**config.mk**
```make
export PLATFORM = sky130hd
export DESIGN_NAME = fifo_stream_reader
export DESIGN_NICKNAME = d
export VERILOG_FILES = /design/src/rtl/fifo_pkg.sv /design/src/rtl/fifo_skid_buf.sv /design/src/rtl/fifo_stream_reader.sv
export SDC_FILE = /design/constraint.sdc
export NUM_CORES = 1
export LEC_CHECK = 0
export ABC_AREA = 1
export BUFFER_PORTS_ARGS = -buffer_cell sky130_fd_sc_hd__buf_4
export CORE_ASPECT_RATIO = 1.1
export CORE_UTILIZATION = 35
export CTS_CLUSTER_SIZE = 16
export DETAILED_ROUTE_END_ITERATION = 12
export PLACE_DENSITY_LB_ADDON = 0.2
export SETUP_SLACK_MARGIN = 0.3
export SYNTH_ARGS = -nofsm -noshare
export SYNTH_HDL_FRONTEND = slang
export SYNTH_HIERARCHICAL = 1
export SYNTH_SLANG_ARGS = --single-unit
```
**constraint.sdc**
```tcl
create_clock -name clk -period 4.1 [get_ports clk]
set_clock_uncertainty 0.2 [all_clocks]
set_input_delay 0.205 -clock clk [delete_from_list [all_inputs] [get_ports clk]]
set_output_delay 0.205 -clock clk [all_outputs]
set_load 0.05 [all_outputs]
```
**src/rtl/fifo_pkg.sv**
```systemverilog
// fifo_pkg: shared FIFO widths and data type for the FIFO and its stream reader
package fifo_pkg;
   localparam int FIFO_DATA_WIDTH = 8;
   localparam int FIFO_CNT_WIDTH = 16;
   typedef logic [FIFO_DATA_WIDTH-1:0] data_t;
endpackage

```
**src/rtl/fifo_skid_buf.sv**
```systemverilog
// fifo_skid_buf: 2-entry circular buffer absorbing FIFO read latency
module fifo_skid_buf
   import fifo_pkg::*;
#(
   parameter int W = FIFO_DATA_WIDTH
) (
   input  logic         clk,
   input  logic         rst,
   input  logic         push,
   input  logic [W-1:0] push_data,
   input  logic         pop,
   output logic [1:0]   occ,
   output logic [W-1:0] head
);
   logic [W-1:0] mem_q [2];
   logic [W-1:0] mem_d [2];
   logic         wr_q, wr_d, rd_q, rd_d;
   logic [1:0]   occ_q, occ_d;

   always_comb begin
      mem_d = mem_q;
      if (push) mem_d[wr_q] = push_data;
      wr_d  = wr_q ^ push;
      rd_d  = rd_q ^ pop;
      occ_d = occ_q + {1'b0, push} - {1'b0, pop};
   end

   always_ff @(posedge clk or posedge rst) begin
      if (rst) begin
         mem_q <= '{default: '0};
         wr_q  <= 1'b0;
         rd_q  <= 1'b0;
         occ_q <= 2'd0;
      end else begin
         mem_q <= mem_d;
         wr_q  <= wr_d;
         rd_q  <= rd_d;
         occ_q <= occ_d;
      end
   end

   assign occ  = occ_q;
   assign head = mem_q[rd_q];
endmodule

```
**src/rtl/fifo_stream_reader.sv**
```systemverilog
// fifo_stream_reader: pops the FIFO and re-presents words as a framed valid/ready stream
module fifo_stream_reader
   import fifo_pkg::*;
#(
   parameter int DATA_WIDTH = FIFO_DATA_WIDTH,
   parameter int PKT_LEN    = 4,
   parameter int CNT_WIDTH  = FIFO_CNT_WIDTH
) (
   input  logic                  clk,
   input  logic                  rst,
   input  logic                  en,
   input  logic                  fifo_empty,
   output logic                  fifo_rd,
   input  logic [DATA_WIDTH-1:0] fifo_data,
   output logic                  m_valid,
   input  logic                  m_ready,
   output logic [DATA_WIDTH-1:0] m_data,
   output logic                  m_last,
   output logic [CNT_WIDTH-1:0]  beat_count,
   output logic                  busy
);
   localparam int IW = (PKT_LEN > 1) ? $clog2(PKT_LEN) : 1;
   localparam logic [IW-1:0] LAST_IDX = IW'(PKT_LEN - 1);

   logic                 inflight_q, inflight_d;
   logic [IW-1:0]        pkt_idx_q, pkt_idx_d;
   logic [CNT_WIDTH-1:0] beat_q, beat_d;
   logic [1:0]           occ;
   logic                 pop;

   fifo_skid_buf #(.W(DATA_WIDTH)) u_buf (
      .clk       (clk),
      .rst       (rst),
      .push      (inflight_q),
      .push_data (fifo_data),
      .pop       (pop),
      .occ       (occ),
      .head      (m_data)
   );

   // Issue only if the buffer can hold everything already owed plus this word
   always_comb begin
      m_valid    = occ != 2'd0;
      pop        = m_valid & m_ready;
      fifo_rd    = !rst & en & !fifo_empty & (occ + {1'b0, inflight_q} <= 2'd1 + {1'b0, pop});
      m_last     = m_valid & (pkt_idx_q == LAST_IDX);
      busy       = m_valid | inflight_q;
      inflight_d = fifo_rd;
      pkt_idx_d  = !pop ? pkt_idx_q : (pkt_idx_q == LAST_IDX) ? '0 : pkt_idx_q + IW'(1);
      beat_d     = pop ? beat_q + CNT_WIDTH'(1) : beat_q;
   end

   always_ff @(posedge clk or posedge rst) begin
      if (rst) begin
         inflight_q <= 1'b0;
         pkt_idx_q  <= '0;
         beat_q     <= '0;
      end else begin
         inflight_q <= inflight_d;
         pkt_idx_q  <= pkt_idx_d;
         beat_q     <= beat_d;
      end
   end

   assign beat_count = beat_q;
endmodule
```
==> flow_summary_export.csv, run 1 <==
group,metric,value,unit
outcome,status,"finished, final reports clean",
layout,seq_area,976,um2
floorplanning,initial_utilization,0.369,
critical_path,crit_top_cell,"ha_1",
sta,finalCritPeriodShare,0.595,
synth,syn_avg_cell_area,8.38,um2
min_path,whs_path_depth,4,
grt,grt_use_total,0.147,
sta,fmaxAchievable,0.410,GHz
power_and_ir_drop,p_leak,1.30,nW
placement,dp_cells,349,
critical_path,crit_arrival,2.03,ns
synth,yosys-top-cells-area,"dfrtp_1 (49%), nand2_1 (13%), inv_1 (8.2%)",
synth,ys_seq_elements,39,
floorplanning,io_pins,41,
layout,fin_area,2550,um2
layout,fill_cells,540,
drt,num_vias,1601,
placement,dp_slack,1.97,ns
grt,grt_first_pass_wirelength,6.59,mm
floorplanning,die_x,74.1,um
clock_tree,postCtsResizedCells,0,
sta,hold_viol_final,0,
clock_tree,cts_made_buffers,5,
critical_path,crit_type,"flop to output port",
placement,dpl.hpwl,2.77,mm
synth,synthesis.nets,261,
layout,final_util,0.469,
floorplanning,dieArea,6030,um2
placement,routabilityCongestion,0.824,
critical_path,start_kind,"flop",
synth,synth_cell_type_count,23,
synth,yosysWarnings,6,
sta,worst_slack,1.66,ns
clock_tree,max-clock-path-buffers,2,
critical_path,cp_num_buf_inv,2,
drt,vias_per_cell,4.35,
critical_path,regToRegSetupSlack,1.76,ns
clock_tree,clockRootBuffer,"clkbuf_8",
critical_path,crit_required,3.69,ns
placement,post_dp_cell_area,2340,um2
min_path,holdPathEnd,"pkt_idx_q[1]",
clock_tree,clock_sinks,39,
layout,n_antenna_cell,0,
sta,slew-limit-headroom,0.480,
critical_path,rr_endpoint,"inflight_q",
drt,wire_per_inst,10.5,um
layout,drive_gt1_frac,0.181,
critical_path,worstPathCellList,"ha_1 -> xor2_1 -> ha_1 -> inv_1 -> o21bai_1 -> a211oi_1 -> buf_4",
flow_run,maxCapViolCount,0,
drt,drt_iter0_markers,72,
layout,multi_input_area,802,um2
sta,rsz0062_at_grt,"no",
clock_tree,path_clk_slew,0.07,ns
layout,fin_nets,314,
sta,finalSetupTns,0,ns
drt,ant_nets,0,
layout,fin_cells,368,
critical_path,crit_path_end_kind,"output port",
sta,drv_slew,0,
min_path,hold_start,"m_ready",
floorplanning,coreArea,5430,um2
drt,drt_pass1_iterations,4,
drt,drc,0,
floorplanning,core.rowCount,28,
synth,syn_inst,239,
critical_path,path_max_fanout,5,
floorplanning,die_h,81.3,um
placement,portBuffers,40,
power_and_ir_drop,irDropWorstVdd,382,uV
critical_path,r2r_cells,7,
sta,finalCriticalPeriod,2.44,ns
synth,synth_top_area_frac,0.487,
clock_tree,htreeDepth,2,
synth,ys_seq_area_frac,0.487,
grt,grt_overflow,0,
grt,antenna_found_initial,0,
grt,grt_max_degree,21,
critical_path,reg2reg_from,"inflight_q",
min_path,hp-class,"input port to flop",
clock_tree,insertion_delay,0.29,ns
power_and_ir_drop,p_per_area,749,nW/um2
synth,syn_area,2000,um2
critical_path,slowest_stage,"dfrtp_1",
power_and_ir_drop,power.total,1.91,mW
drt,wirelength,3.85,mm
synth,yosys.area.top_type,"dfrtp_1",
sta,finalSetupViolCount,0,
clock_tree,cts_tree,"yes",
grt,grt_pass1_vias,1505,
critical_path,cp_top_family,"adder cells",
sta,hold_slack,0.0886,ns
sta,tightest_slew,0.780,ns
layout,syn_to_final_growth,27.2,%
critical_path,critPathMaxStageDelay,0.44,ns
worst max path at each step:
stage                    start          to  cells after the start
floorplan           inflight_q  inflight_q                      6
global placement    inflight_q     fifo_rd                      7
detailed placement  inflight_q     fifo_rd                      7
CTS                        rst     fifo_rd                      6
global route               rst     fifo_rd                      6
finish              inflight_q     fifo_rd                      7
worst reg2reg max path: stages (launching register included):
cell and delay, ns:
dfrtp_1 0.44, ha_1 0.23, xor2_1 0.16, ha_1 0.29, inv_1 0.06, o21bai_1 0.06, a211oi_1 0.26, dlygate4sd3_1 0.59
synth_stat cells:
| master | number |
|---|---|
| a211oi_1 | 1 |
| buf_6 | 4 |
| buf_8 | 1 |
| dfrtp_1 | 39 |
| ha_1 | 9 |
| inv_1 | 44 |
| nand2_1 | 69 |
| nand3_1 | 9 |
| nand3_4 | 1 |
| nand3b_1 | 1 |
| nand4_1 | 3 |
| nor2_1 | 12 |
| nor2_2 | 1 |
| nor2_4 | 1 |
| nor3_1 | 1 |
| o21a_1 | 1 |
| o21ai_0 | 25 |
| o21ai_1 | 3 |
| o21ai_2 | 2 |
| o21bai_1 | 1 |
| or2_2 | 1 |
| xnor2_1 | 5 |
| xor2_1 | 5 |
state kept, by name (all words and copies together) (netlist names):
| name | flops |
|---|---|
| pkt_idx_q | 2 |
| u_buf/mem_q | 16 |
| u_buf/occ | 2 |
| u_buf/rd_q | 1 |
| beat_count | 16 |
| inflight_q | 1 |
| u_buf/wr_q | 1 |
final cells by class:
| class | count | share of cell area |
|---|---|---|
| flip-flops and latches | 39 | 0.383 |
| multi-input cells | 151 | 0.315 |
| well taps | 75 | 0.0368 |
| clock buffers | 8 | 0.0393 |
| inverters | 44 | 0.0648 |
| repair buffers | 51 | 0.161 |
logic make-up (layout without fill, tap and decap cells):
group           Yosys count  count (layout)  share of synthesized area
compound gates           33              33                     0.0899
xor+xnor                 10              10                     0.0437
fa+ha+maj                 9               9                     0.0562
buf+inv                  49             103                      0.112
flops                    39              39                      0.487
simple gates             99              99                      0.210
per-layer routing:
layer	GRT usage	share of wire
met1	0.185	0.50
met2	0.232	0.43
met3	0.0422	0.048
met4	0.0635	0.019
met5	0	0
power by group:
part	switching, mW	internal (mW)
combinational	0.661	0.310
clock	0.129	0.154
sequential	0.125	0.530
total	0.916	0.993
layout by cell type, fill, tap and decap left out, types with 2 or more instances in the layout:
| master | n |
|---|---|
| xnor2_1 | 5 |
| nand4_1 | 3 |
| o21ai_2 | 2 |
| nand3_1 | 9 |
| clkbuf_8 | 7 |
| xor2_1 | 5 |
| buf_4 | 40 |
| nor2_1 | 12 |
| nand2_1 | 69 |
| dlygate4sd3_1 | 11 |
| ha_1 | 9 |
| o21ai_0 | 25 |
| inv_1 | 44 |
| dfrtp_1 | 39 |
| o21ai_1 | 3 |
timing repair:
action | 4_1_cts | 5_1_grt
endpoints found under the hold margin | 56 | 0
hold buffers | 11 | 0
buffers inserted | 0 | 0
(Power assumes the default switching activity.)
==> run 2, diff against run 1 <==
==> constraint.sdc (replaced) <==
create_clock -name clk -period 1.98 [get_ports clk]
set_clock_uncertainty 0.2 [all_clocks]
set_input_delay 0.099 -clock clk [delete_from_list [all_inputs] [get_ports clk]]
set_output_delay 0.099 -clock clk [all_outputs]
set_load 0.05 [all_outputs]
==> run 2 against run 1 <==
Sequential power grew 110%. Sequential share of layout area shrank 3.6 points. The flow now finishes with violations (setup timing). Final area grew 11%. Largest cell class unchanged. Cell count grew 3.8%. Highest routed layer unchanged. Core utilization grew 5.2 points. Global-route usage grew 1.1 points. Critical path depth shrank 1.
==> flow_summary_export.csv, run 2 (synthesized netlist as in run 1, its figures left out) <==
group,metric,value,unit
outcome,status,"finished with violations",
outcome,violations,"setup timing",
grt,busiest_layer,"met2",
grt,met3_usage,0.0409,
drt,num_vias,1688,
critical_path,start_kind,"flop",
placement,dpl.hpwl,2.94,mm
grt,grt_overflow,0,
sta,finalCritPeriodShare,1.10,
critical_path,crit_arrival,1.88,ns
grt,grt_use_total,0.157,
grt,grt_util_met1,0.195,
min_path,hp-class,"input port to flop",
sta,slew-limit-headroom,0.619,
drt,drt_iter0_markers,80,
critical_path,crit_required,1.68,ns
clock_tree,clockRootBuffer,"clkbuf_8",
sta,finalSetupTns,-0.203,ns
power_and_ir_drop,p_per_area,1600,nW/um2
critical_path,critPathMaxStageDelay,0.40,ns
layout,fin_area,2830,um2
clock_tree,max-clock-path-buffers,2,
grt,antenna_found_initial,0,
drt,wire_per_inst,10.8,um
clock_tree,insertion_delay,0.28,ns
critical_path,crit_type,"flop to output port",
sta,hold_viol_final,0,
layout,final_common_cell,"nand2_1",
floorplanning,core.rowCount,28,
drt,drt_pass1_iterations,5,
drt,wirelength,4.14,mm
critical_path,worstPathCellList,"ha_2 -> xor2_1 -> ha_1 -> nand2_1 -> a211oi_4 -> buf_6",
drt,vias_per_cell,4.42,
clock_tree,htreeDepth,2,
clock_tree,clock_sinks,39,
layout,drive_gt1_frac,0.300,
floorplanning,coreArea,5430,um2
layout,n_antenna_cell,0,
grt,grt_max_degree,20,
sta,hold_slack,0.0823,ns
critical_path,cp_top_family,"adder cells",
sta,fmaxAchievable,0.458,GHz
layout,fin_nets,328,
layout,final_cell_mix,"nand2_1 (67), buf_4 (48), inv_1 (39)",
grt,grt_pass1_vias,1630,
grt,grt_first_pass_wirelength,7.07,mm
drt,drc,0,
critical_path,cp_num_buf_inv,1,
clock_tree,cts_tree,"yes",
power_and_ir_drop,p_leak,1.40,nW
placement,post_dp_cell_area,2410,um2
critical_path,crit_path_end_kind,"output port",
sta,finalCriticalPeriod,2.18,ns
placement,portBuffers,40,
sta,worst_slack,-0.203,ns
critical_path,path_max_fanout,2,
power_and_ir_drop,irDropWorstVdd,1150,uV
sta,rsz0062_at_grt,"yes",
placement,routabilityCongestion,0.780,
flow_run,maxCapViolCount,0,
clock_tree,cts_made_buffers,5,
sta,tightest_slew,0.570,ns
sta,drv_slew,0,
grt,grtUsageMet2,0.259,
floorplanning,io_pins,41,
critical_path,slowest_stage,"dfrtp_1",
floorplanning,dieArea,6030,um2
drt,ant_nets,0,
sta,finalSetupViolCount,1,
clock_tree,path_clk_slew,0.08,ns
floorplanning,initial_utilization,0.369,
layout,syn_to_final_growth,41.2,%
floorplanning,die_h,81.3,um
floorplanning,die_x,74.1,um
-- run 2: per-stage QoR --
step           power, mW  cells  worst slack, ns  utilization
4_1_cts             4.46    379           -0.237        0.503
3_5_place_dp        3.49    357           0.0654        0.445
6_report            4.53    382           -0.203        0.521
5_1_grt             4.84    382           -0.298        0.521
2_1_floorplan       2.93    239           -0.110            -
3_3_place_gp        3.46    357           0.0979        0.445
-- run 2: what timing repair did --
item | in CTS | in global routing
setup endpoints to repair | 13 | 9
buffers inserted | 3 | 3
hold buffers | 11 | 0
gates resized for setup | 11 | 23
endpoints found under the hold margin | 48 | 0
pin swaps | 2 | 4
-- run 2: report_power, final --
| part | switching (mW) | internal [mW] | leakage [nW] | total [mW] |
|---|---|---|---|---|
| Sequential | 0.251 | 1.10 | 0.479 | 1.36 |
| Clock | 0.274 | 0.504 | 0.0654 | 0.778 |
| Combinational | 1.51 | 0.889 | 0.853 | 2.40 |
-- run 2: routing by layer --
| layer | part of all wire | vias up |
|---|---|---|
| li1 | - | 872 |
| met1 | 0.49 | 776 |
| met2 | 0.46 | 38 |
| met3 | 0.040 | 2 |
| met4 | 0.0089 | 0 |
| met5 | 0 | - |
-- run 2: path summary, 6_finish.rpt --
kind	start	to	slack [ns]	depth (start not counted)
max	inflight_q	fifo_rd	-0.20	6
min	m_ready	beat_count[1]	0.08	5
max reg2reg	inflight_q	inflight_q	0.28	5
min reg2reg	pkt_idx_q[1]	pkt_idx_q[1]	0.30	2
max in group asynchronous	rst	u_buf/mem_q[2]	0.85	4
min in group asynchronous	rst	u_buf/mem_q[11]	0.24	3
-- run 2: worst reg2reg max path: stages, from the launching register on --
cell      delay, ns
dfrtp_1        0.40
ha_2           0.19
xor2_1         0.15
ha_1           0.31
nand2_1        0.09
a211oi_4       0.26
-- run 2: area by class of cell --
type,instances,area (um2)
Timing Repair Buffer,65,551
Multi-Input combinational cell,151,906
Tap cell,75,93.8
Inverter,44,165
Fill cell,563,2600
Sequential cell,39,981
Clock inverter,2,60.1
Clock buffer,6,72.6
